[config.mk]
export PLATFORM = sky130hd
export DESIGN_NAME = mmio_stream_port
export DESIGN_NICKNAME = d
export VERILOG_FILES = /design/src/rtl/mmio_stream_port.sv
export SDC_FILE = /design/constraint.sdc
export NUM_CORES = 1
export LEC_CHECK = 0
export CAP_MARGIN = 25
export CORE_ASPECT_RATIO = 0.75
export CORE_UTILIZATION = 40
export DETAILED_ROUTE_END_ITERATION = 8
export SYNTH_ARGS = -nofsm -noshare
export SYNTH_HDL_FRONTEND = slang
export SYNTH_SLANG_ARGS = --single-unit
[constraint.sdc]
create_clock -name iCLK -period 16.6 [get_ports iCLK]
set_input_delay 2.49 -clock iCLK [delete_from_list [all_inputs] [get_ports iCLK]]
set_output_delay 2.49 -clock iCLK [all_outputs]
set_load 0.05 [all_outputs]
[src/rtl/mmio_stream_port.sv]
// Memory-mapped bridge between the core data bus and two 32-bit streams.
// TX FIFO is filled by stores and drained by a sink; RX FIFO the reverse.
module mmio_stream_port #(
    parameter logic [31:0] BASE_ADDR = 32'hFF20_0100,
    parameter int          DEPTH     = 16
) (
    input  logic        iCLK,
    input  logic        iRST,
    input  logic        DwReadEnable,
    input  logic        DwWriteEnable,
    input  logic [3:0]  DwByteEnable,
    input  logic [31:0] DwAddress,
    input  logic [31:0] DwWriteData,
    output logic [31:0] DwReadData,
    output logic [31:0] oTxData,
    output logic        oTxValid,
    input  logic        iTxReady,
    input  logic [31:0] iRxData,
    input  logic        iRxValid,
    output logic        oRxReady,
    output logic        oIrq
);

    localparam int AW = $clog2(DEPTH);
    localparam int CW = AW + 1;
    localparam logic [CW-1:0] FULL = CW'(DEPTH);

    logic [31:0]   tx_mem_q [DEPTH];
    logic [31:0]   rx_mem_q [DEPTH];
    logic [AW-1:0] tx_wptr_q, tx_wptr_d, tx_rptr_q, tx_rptr_d;
    logic [AW-1:0] rx_wptr_q, rx_wptr_d, rx_rptr_q, rx_rptr_d;
    logic [CW-1:0] tx_cnt_q, tx_cnt_d, rx_cnt_q, rx_cnt_d;
    logic          tx_drop_q, tx_drop_d, be_err_q, be_err_d;

    logic        hit, rd_hit, wr_hit;
    logic [1:0]  off;
    logic        tx_full, tx_empty, rx_full, rx_empty;
    logic        data_wr, be_ok, tx_req, tx_push, tx_pop;
    logic        rx_push, rx_pop;
    logic        ctrl_wr, clr, tx_flush, rx_flush;
    logic [31:0] status, rdata;
    logic        unused;

    assign unused = &{1'b0, DwAddress[1:0]};

    assign hit    = DwAddress[31:4] == BASE_ADDR[31:4];
    assign off    = DwAddress[3:2];
    assign rd_hit = DwReadEnable & hit;
    assign wr_hit = DwWriteEnable & hit;

    assign tx_full  = tx_cnt_q == FULL;
    assign tx_empty = tx_cnt_q == '0;
    assign rx_full  = rx_cnt_q == FULL;
    assign rx_empty = rx_cnt_q == '0;

    assign data_wr = wr_hit & (off == 2'd0);
    assign be_ok   = DwByteEnable == 4'b1111;
    assign tx_req  = data_wr & be_ok;
    assign tx_pop  = !tx_empty & iTxReady;
    // A full FIFO still takes the store when the sink frees a slot this edge.
    assign tx_push = tx_req & (!tx_full | tx_pop);

    assign ctrl_wr  = wr_hit & (off == 2'd2);
    assign clr      = ctrl_wr & DwWriteData[0];
    assign tx_flush = ctrl_wr & DwWriteData[1];
    assign rx_flush = ctrl_wr & DwWriteData[2];

    assign oRxReady = !rx_full & !iRST;
    assign rx_push  = iRxValid & oRxReady;
    assign rx_pop   = rd_hit & (off == 2'd0) & !rx_empty;

    assign oTxData  = tx_mem_q[tx_rptr_q];
    assign oTxValid = !tx_empty;
    assign oIrq     = !rx_empty;

    assign status = {8'h00, 8'(rx_cnt_q), 8'(tx_cnt_q), 2'b00,
                     be_err_q, tx_drop_q,
                     rx_empty, rx_full, tx_empty, tx_full};

    always_comb begin
        rdata = 32'h0;
        case (off)
            2'd0:    rdata = rx_empty ? 32'h0 : rx_mem_q[rx_rptr_q];
            2'd1:    rdata = status;
            default: rdata = 32'h0;
        endcase
    end

    assign DwReadData = rd_hit ? rdata : 32'h0;

    always_comb begin
        tx_wptr_d = tx_wptr_q;
        tx_rptr_d = tx_rptr_q;
        tx_cnt_d  = tx_cnt_q;
        if (tx_flush) begin
            tx_wptr_d = '0;
            tx_rptr_d = '0;
            tx_cnt_d  = '0;
        end else begin
            if (tx_push) tx_wptr_d = tx_wptr_q + AW'(1);
            if (tx_pop)  tx_rptr_d = tx_rptr_q + AW'(1);
            if (tx_push & !tx_pop)      tx_cnt_d = tx_cnt_q + CW'(1);
            else if (!tx_push & tx_pop) tx_cnt_d = tx_cnt_q - CW'(1);
        end
    end

    always_comb begin
        rx_wptr_d = rx_wptr_q;
        rx_rptr_d = rx_rptr_q;
        rx_cnt_d  = rx_cnt_q;
        if (rx_flush) begin
            rx_wptr_d = '0;
            rx_rptr_d = '0;
            rx_cnt_d  = '0;
        end else begin
            if (rx_push) rx_wptr_d = rx_wptr_q + AW'(1);
            if (rx_pop)  rx_rptr_d = rx_rptr_q + AW'(1);
            if (rx_push & !rx_pop)      rx_cnt_d = rx_cnt_q + CW'(1);
            else if (!rx_push & rx_pop) rx_cnt_d = rx_cnt_q - CW'(1);
        end
    end

    // Set wins over a same-cycle clear.
    assign tx_drop_d = (tx_req & !tx_push) | (tx_drop_q & !clr);
    assign be_err_d  = (data_wr & !be_ok) | (be_err_q & !clr);

    always_ff @(posedge iCLK) begin
        if (iRST) begin
            tx_wptr_q <= '0;
            tx_rptr_q <= '0;
            tx_cnt_q  <= '0;
            rx_wptr_q <= '0;
            rx_rptr_q <= '0;
            rx_cnt_q  <= '0;
            tx_drop_q <= 1'b0;
            be_err_q  <= 1'b0;
        end else begin
            tx_wptr_q <= tx_wptr_d;
            tx_rptr_q <= tx_rptr_d;
            tx_cnt_q  <= tx_cnt_d;
            rx_wptr_q <= rx_wptr_d;
            rx_rptr_q <= rx_rptr_d;
            rx_cnt_q  <= rx_cnt_d;
            tx_drop_q <= tx_drop_d;
            be_err_q  <= be_err_d;
        end
    end

    always_ff @(posedge iCLK) begin
        if (tx_push & !tx_flush) tx_mem_q[tx_wptr_q] <= DwWriteData;
        if (rx_push & !rx_flush) rx_mem_q[rx_wptr_q] <= iRxData;
    end

endmodule

==> results.env, run 1 <==
GRT_FIRST_PASS_WIRELENGTH_MM=132.7
GRT.MET2_USAGE_PCT=27.32
CRITPATHARRIVALTIME_PS=6060
FP.DIEAREA_MM2=0.1033
LEAKAGE_POWER_FIGURE_uW=0.01449
CTS_TREE='done'
CP_DATA_REQUIRED_TIME_PS=14110
SYNTH_SEQ_AREA_SHARE_PCT=77.16
REMAINING_OVERFLOW_GRT=0
ROUTER_ITERATIONS_BEFORE_ANTENNA_REPAIR=5
CTS_BUFFERS=103
MAX_CAP_VIOLATIONS=0
GLOBAL_ROUTE.USAGE.TOTAL_PCT=17.81
FINAL.SETUP_SKEW_PS=57.16
SLEW_HEADROOM_PCT=34.32
NFILLCELLS=8198
SYNTHESIS.YOSYS.WARNINGS=0
STD_CELL_ROWS=101
SYNTHCELLS=1759
MAX_FREQ_MHz=116.9
CLOCKBUFFERDEPTH=3
SYNTH.DISTINCT_CELLS=51
HOLD_VIOL=0
GLOBALROUTE.BUSIESTLAYER='met2'
FIRST_GLOBAL_VIAS=20000
CP_MAX_FO=20
CLOCK_TREE.ROOT_CELL='clkbuf_16'
WORST_HOLD_PATH.NUM_CELLS=2
DP_HPWL_MM=47.76
GP_CONGESTION=0.7169
FINAL_WIRELENGTH_MM=90.88
SYNTHESIS.AREA_MM2=0.04079
FIN_SETUP_TNS_PS=0
TIGHTEST_SLEW_PS=985.1
POST-ROUTE-DRC-COUNT=0
CLOCK_INSERTION_DELAY_WORST_SKEW_PS=710
PORT_BUFFERS=170
VIAS=19020
PIN_COUNT_OF_THE_BIGGEST_NET_ENTERING_GLOBAL_ROUTING=70
INITIAL_CORE_UTIL_PCT=40.34
SETUP_REPAIR_AFTER_GLOBAL_ROUTING_MISSED_ITS_MARGIN='no'
CTS_NUM_SINKS=1060
AREA_OF_THE_MULTI_INPUT_GATES_MM2=0.009002
SYNTH_SEQ_CELLS=1060
FINALCRITPERIODSHARE_PCT=51.52
YOSYSTOPAREACELLSHARE_PCT=75.39
PATH_CLK_SLEW_PS=50
R2R_CELLS=14
SYNTH_TOP_FLOP_CELL='edfxtp_1'
FINALSETUPVIOLATIONS=0
HTREE_NUM_LEVELS=3
UTILIZATION_PCT=47.14
CRITICAL_PATH_CLASS='primary input to primary output'
REG_TO_REG_SLACK_SETUP_PS=12580
VDD.IR_DROP.WORST_mV=0.08925
RUN_STATUS='completed'
DESIGN.CORE.AREA_MM2=0.1011
WORST_HOLD_PATH_TYPE='flip-flop to flip-flop'
SYNTH.AREA.TOP_CELLS='edfxtp_1 75%, mux4_2 17%, dfxtp_1 1.8%'
ANTENNA_FOUND_INITIAL=3
TIMING.FINAL.CRIT_PERIOD_PS=8553
FLOORPLAN.DIE.HEIGHT_UM=278.5
FINISH.NET_COUNT=2134
DRT-WIRELENGTH-PER-CELL_UM=26.46
CTSHOLDBUFFERS=0
FINAL-SEQ-AREA_MM2=0.03149
DIE_WIDTH_UM=370.7
SYNTH_FP_NETS=1885
END_KIND='primary output'
YS_ASYNC_RST_SHARE_PCT=0
GRTUSAGEMET1_PCT=26.10
CRIT_PATH_START_KIND='primary input'
CTS_RESIZES=0
DRTANTENNAVIOLNETS=0
POSTCTSSETUPBUFFERS=0
POST-SYNTH-TOP-AREA-CELL='edfxtp_1'
SYNTH-EDFF-COUNT=1024
FINAL_MAX_SLEW_VIOL_COUNT=0
AVGVIACOUNTPERCELL=5.538
DRT_FIRST_ITER_VIOLATIONS=2030
DP_WORST_SETUP_SLACK_PS=8083
FIN_TOTAL_PWR_uW=5779
GRT_UTIL_MET3_PCT=3.436
POWER.DENSITY_CELL_AREA_mW_PER_MM2=121.3
AREA_OVERHEAD_OF_THE_LAYOUT_RELATIVE_TO_SYNTHESIS_PCT=16.85
POST-ROUTE-WORST-SETUP-SLACK_PS=8047
LAYOUT-DRIVE-GT1-SHARE_PCT=26.41
NUMBER_OF_TOP_LEVEL_PINS=173
SYN-MEAN-INSTANCE-AREA_UM2=23.19
final timing paths:
check / end / start
setup reg to reg: rx_cnt_q[4]$_SDFFE_PP0P_ / rx_cnt_q[1]$_SDFFE_PP0P_
hold / removal: flip-flop / tx_rptr_q[1]$_SDFFE_PP0N_
setup / recovery: DwReadData[4] / DwAddress[25]
hold reg to reg: flip-flop / tx_rptr_q[1]$_SDFFE_PP0N_
synth_stat cells (all sizes together) (3+ instances only):
cell type	instances
a21o	14
a21oi	28
a22oi	27
and2	22
and3	12
buf	42
clkbuf	43
dfxtp	36
edfxtp	1024
ha	18
inv	18
mux2i	9
mux4	303
nand2	17
nand2b	4
nand3	5
nand4	6
nor2	36
nor2b	12
nor3	11
nor4	15
nor4b	4
o21ai	4
or2	3
or3	7
xnor2	8
xor2	6
logic make-up (layout without fill, tap and decap cells):
kind of cell | count (synthesis) | in the layout | synth area share, %
adder cells (fa/ha/maj) | 20 | 20 | 0.6504
multiplexers | 312 | 312 | 16.95
flip-flops | 1060 | 1060 | 77.16
buffers and inverters | 104 | 439 | 1.055
other | 0 | 2 | 0
XOR/XNOR | 14 | 14 | 0.3006
AO/OA/AOI/OAI | 87 | 87 | 1.439
AND/OR/NAND/NOR | 162 | 162 | 2.442
layout make-up:
cell class,instances,share of cell area (%)
antenna,2,0.01050
clock buffer,133,5.770
clock inverter,58,0.9635
inverter,19,0.1496
multi-input combinational,595,18.89
sequential,1060,66.07
tap,1339,3.515
timing repair buffer,229,4.634
power breakdown:
part	internal, uW	total [uW]	switching [uW]
Clock	1210	2200	995
Sequential	2950	2990	39.0
Combinational	277	586	309
state kept, by name, indices dropped and copies added (netlist names), named ones only:
| name | count |
|---|---|
| tx_rptr_q | 4 |
| tx_wptr_q | 4 |
| rx_rptr_q | 4 |
| tx_cnt_q | 5 |
| rx_mem_q | 512 |
| rx_cnt_q | 5 |
| tx_mem_q | 512 |
| rx_wptr_q | 4 |
| be_err_q | 1 |
| tx_drop_q | 1 |
through the flow:
| stage | std cells | hold WS, ps | instance area (um2) |
|---|---|---|---|
| 2_1_floorplan | 1759 | 457.7 | 40790 |
| 3_3_place_gp | 3234 | 480.3 | 44320 |
| 3_5_place_dp | 3239 | 488.1 | 44380 |
| 4_1_cts | 3430 | 509.6 | 47590 |
| 5_1_grt | 3434 | 546.2 | 47660 |
| 6_report | 3435 | 503.7 | 47660 |
cells in the final DEF, fill, tap and decap left out, types with 3 or more instances in the layout:
cell	n
a22oi_1	27
mux2i_1	9
edfxtp_1	1024
xnor2_1	8
nand2b_1	4
nor2_1	33
dfxtp_4	4
clkbuf_1	24
clkinv_2	13
buf_16	3
nand3_1	5
a21o_1	14
nand2_1	17
clkinv_1	29
nor3_1	5
clkbuf_8	6
mux4_2	303
and3_2	12
o21ai_0	4
nor4_2	6
inv_1	17
or3_1	7
dfxtp_1	30
nor4_1	5
nor3_2	6
nand4_1	5
ha_1	18
and2_1	18
xor2_1	6
and2_2	4
clkinv_16	4
buf_4	54
clkinvlp_4	5
a21oi_1	28
nor2b_1	12
clkbuf_16	103
nor4_4	4
clkdlybuf4s50_1	170
layer usage:
layer  part of all wire (%)  wire (um)
met1                     45      40820
met2                     47      42730
met3                    6.0       5422
met4                    2.1       1879
met5                  0.034         31
worst max-delay path: stages:
cell and delay [ps]:
clkdlybuf4s50_1 450, nor4bb_1 360, nand4b_1 400, nor4_4 310, buf_4 310, inv_2 290, a21oi_1 480, a21o_1 140
clkdlybuf4s50_1 820
(Power assumes the default switching activity.)
==> run 2: changes to the inputs <==
clock period = 8.1 ns   (was 16.6 ns; I/O delays follow)
==> results.env, run 2 (synthesis gave the netlist of run 1 again) <==
SETUP_REPAIR_AFTER_GLOBAL_ROUTING_MISSED_ITS_MARGIN='no'
FINAL_CELL_AREA_MM2=0.04760  # -0.12%
POST_DP_CELL_AREA_MM2=0.04438  # about the same
CRITICAL_PATH_CLASS='primary input to primary output'
LAYOUT_COMMON_CELLS='1024 x edfxtp_1, 303 x mux4_2, 170 x clkdlybuf4s50_1, 103 x clkbuf_16, 48 x buf_4'
NUMBER_OF_TOP_LEVEL_PINS=173  # unchanged
REG_TO_REG_SLACK_SETUP_PS=4010  # -8570 ps
UTILIZATION_PCT=47.09  # -0.054 points
FINALHOLDWORSTSLACK_PS=504.2  # +0.5210 ps
DIE_WIDTH_UM=370.7  # unchanged
CTS_BUFFERS=102  # -0.97%
GP_CONGESTION=0.7263  # +1.3%
MAX_CAP_VIOLATIONS=0  # unchanged
CLOCK_INSERTION_DELAY_WORST_SKEW_PS=690  # -20 ps
PORT_BUFFERS=170  # unchanged
HTREE_NUM_LEVELS=3  # unchanged
STD_CELL_ROWS=101  # unchanged
ANTENNA_FOUND_INITIAL=3  # unchanged
PIN_COUNT_OF_THE_BIGGEST_NET_ENTERING_GLOBAL_ROUTING=99  # +41%
CTS_RESIZES=0  # unchanged
FINALSETUPVIOLATIONS=0  # unchanged
FINAL_MAX_SLEW_VIOL_COUNT=0  # unchanged
FINALCRITPERIODSHARE_PCT=73.34
NFILLCELLS=8222  # +0.29%
HOLD_VIOL=0  # unchanged
DP_HPWL_MM=47.37  # -0.81%
LAYOUT_COMMONEST_CELL='edfxtp_1'
TIGHTEST_SLEW_PS=1021  # +35.66 ps
POST-ROUTE-DRC-COUNT=0  # unchanged
REMAINING_OVERFLOW_GRT=0  # unchanged
FINAL.SETUP_SKEW_PS=42.19  # -14.97 ps
R2R_CELLS=14  # unchanged
POSTCTSSETUPBUFFERS=0  # unchanged
DESIGN.CORE.AREA_MM2=0.1011  # unchanged
AVGVIACOUNTPERCELL=5.565  # +0.48%
FLOORPLAN.DIE.HEIGHT_UM=278.5  # unchanged
DP_WORST_SETUP_SLACK_PS=2155  # -5928 ps
RUN_STATUS='completed'
CTS_NUM_SINKS=1060  # unchanged
AREA_OF_THE_MULTI_INPUT_GATES_MM2=0.009020  # +0.19%
CRIT-REG2REG-CAPTURE='rx_cnt_q[4]$_SDFFE_PP0P_'
LAYOUT-DRIVE-GT1-SHARE_PCT=26.40  # about the same
END_KIND='primary output'
GLOBAL_ROUTE.USAGE.TOTAL_PCT=17.92  # +0.11 points
GRT_FIRST_PASS_WIRELENGTH_MM=133.7  # +0.74%
CTS_TREE='done'
MAX_FREQ_MHz=168.3
POST-ROUTE-WORST-SETUP-SLACK_PS=2159  # -5888 ps
SLEW_HEADROOM_PCT=31.95  # -2.4 points
RR_STARTPOINT='rx_cnt_q[1]$_SDFFE_PP0P_'
WORST_HOLD_PATH.NUM_CELLS=2  # unchanged
DRTANTENNAVIOLNETS=0  # unchanged
FIN_SETUP_TNS_PS=0  # unchanged
ROUTER_ITERATIONS_BEFORE_ANTENNA_REPAIR=5  # unchanged
FIRST_GLOBAL_VIAS=20000  # -0.010%
VIAS=19050  # +0.13%
FP.DIEAREA_MM2=0.1033  # unchanged
LAYOUT_TOP_REGISTERS='rx_mem_q (512), tx_mem_q (512)'
WORST_HOLD_PATH_TYPE='flip-flop to flip-flop'
CLOCK_TREE.ROOT_CELL='clkbuf_16'
CRITPATHARRIVALTIME_PS=4730  # -1330 ps
CRIT_PATH_START_KIND='primary input'
FINAL-SEQ-AREA_MM2=0.03149  # unchanged
MIN_FROM='rx_rptr_q[3]$_SDFFE_PP0P_'
CLOCKBUFFERDEPTH=3  # unchanged
PATH_CLK_SLEW_PS=60  # about the same
CP_MAX_FO=20  # unchanged
INITIAL_CORE_UTIL_PCT=40.34  # unchanged
DRT-WIRELENGTH-PER-CELL_UM=26.82  # +1.4%
VDD.IR_DROP.WORST_mV=0.1650  # +85%
AREA_OVERHEAD_OF_THE_LAYOUT_RELATIVE_TO_SYNTHESIS_PCT=16.72
LEAKAGE_POWER_FIGURE_uW=0.01447  # -0.13%
CTSHOLDBUFFERS=0  # unchanged
TIMING.FINAL.CRIT_PERIOD_PS=5941
FINISH.NET_COUNT=2126  # -0.37%
DRT_FIRST_ITER_VIOLATIONS=1979  # -2.5%
CP_DATA_REQUIRED_TIME_PS=6880  # -7230 ps
POWER.DENSITY_CELL_AREA_mW_PER_MM2=249.6  # +110%
FINAL_WIRELENGTH_MM=91.80  # +1.0%
[run 2: worst max-delay path by stage]
stage	startpoint	end	slack, ps	cells past startpoint
6_report	DwAddress[26]	DwReadData[4]	2160	9
5_1_grt	DwAddress[26]	DwReadData[4]	2030	9
4_1_cts	DwAddress[25]	DwReadData[4]	2160	9
3_5_place_dp	DwAddress[25]	DwReadData[4]	2160	9
3_3_place_gp	DwAddress[26]	DwReadData[0]	2140	9
2_1_floorplan	iRST	rx_mem_q[4][0]$_DFFE_PP_	1470	5
[run 2: metal layers]
metal	GRT usage, %	vias to the layer above	part of all wire [%]
met4	4.548	4	2.2
met5	0	-	0.032
met3	3.285	137	6.1
met1	26.41	10300	45
met2	27.58	618	47
li1	-	7989	-
[run 2: metrics by stage]
stage | power (uW) | std cells
after CTS | 12010 | 3421
after global placement | 7431 | 3232
final | 11880 | 3423
after global routing | 12270 | 3423
after floorplan | 7040 | 1759
after detailed placement | 7458 | 3234
[run 2: area by class of cell]
class	instances	share of cell area, %
well taps	1339	3.519
flip-flops and latches	1060	66.14
multi-input cells	595	18.95
inverters	19	0.1498
repair buffers	222	4.468
clock buffers	130	5.753
diodes	1	0.005257
clock inverters	57	1.012
[run 2: critical path, cell delays in order]
cell             delay (ps)
clkdlybuf4s50_1         450
nor4bb_1                370
nand4b_1                360
nor4_4                  280
buf_4                   330
inv_2                   290
a21oi_1                 460
a21o_1                  150
clkdlybuf4s50_1         820
[run 2: power breakdown]
group | internal, uW | switching (uW) | total (uW)
clock network | 2530 | 2020 | 4550
registers | 6040 | 98.1 | 6140
logic | 567 | 618 | 1190
total | 9140 | 2740 | 11900
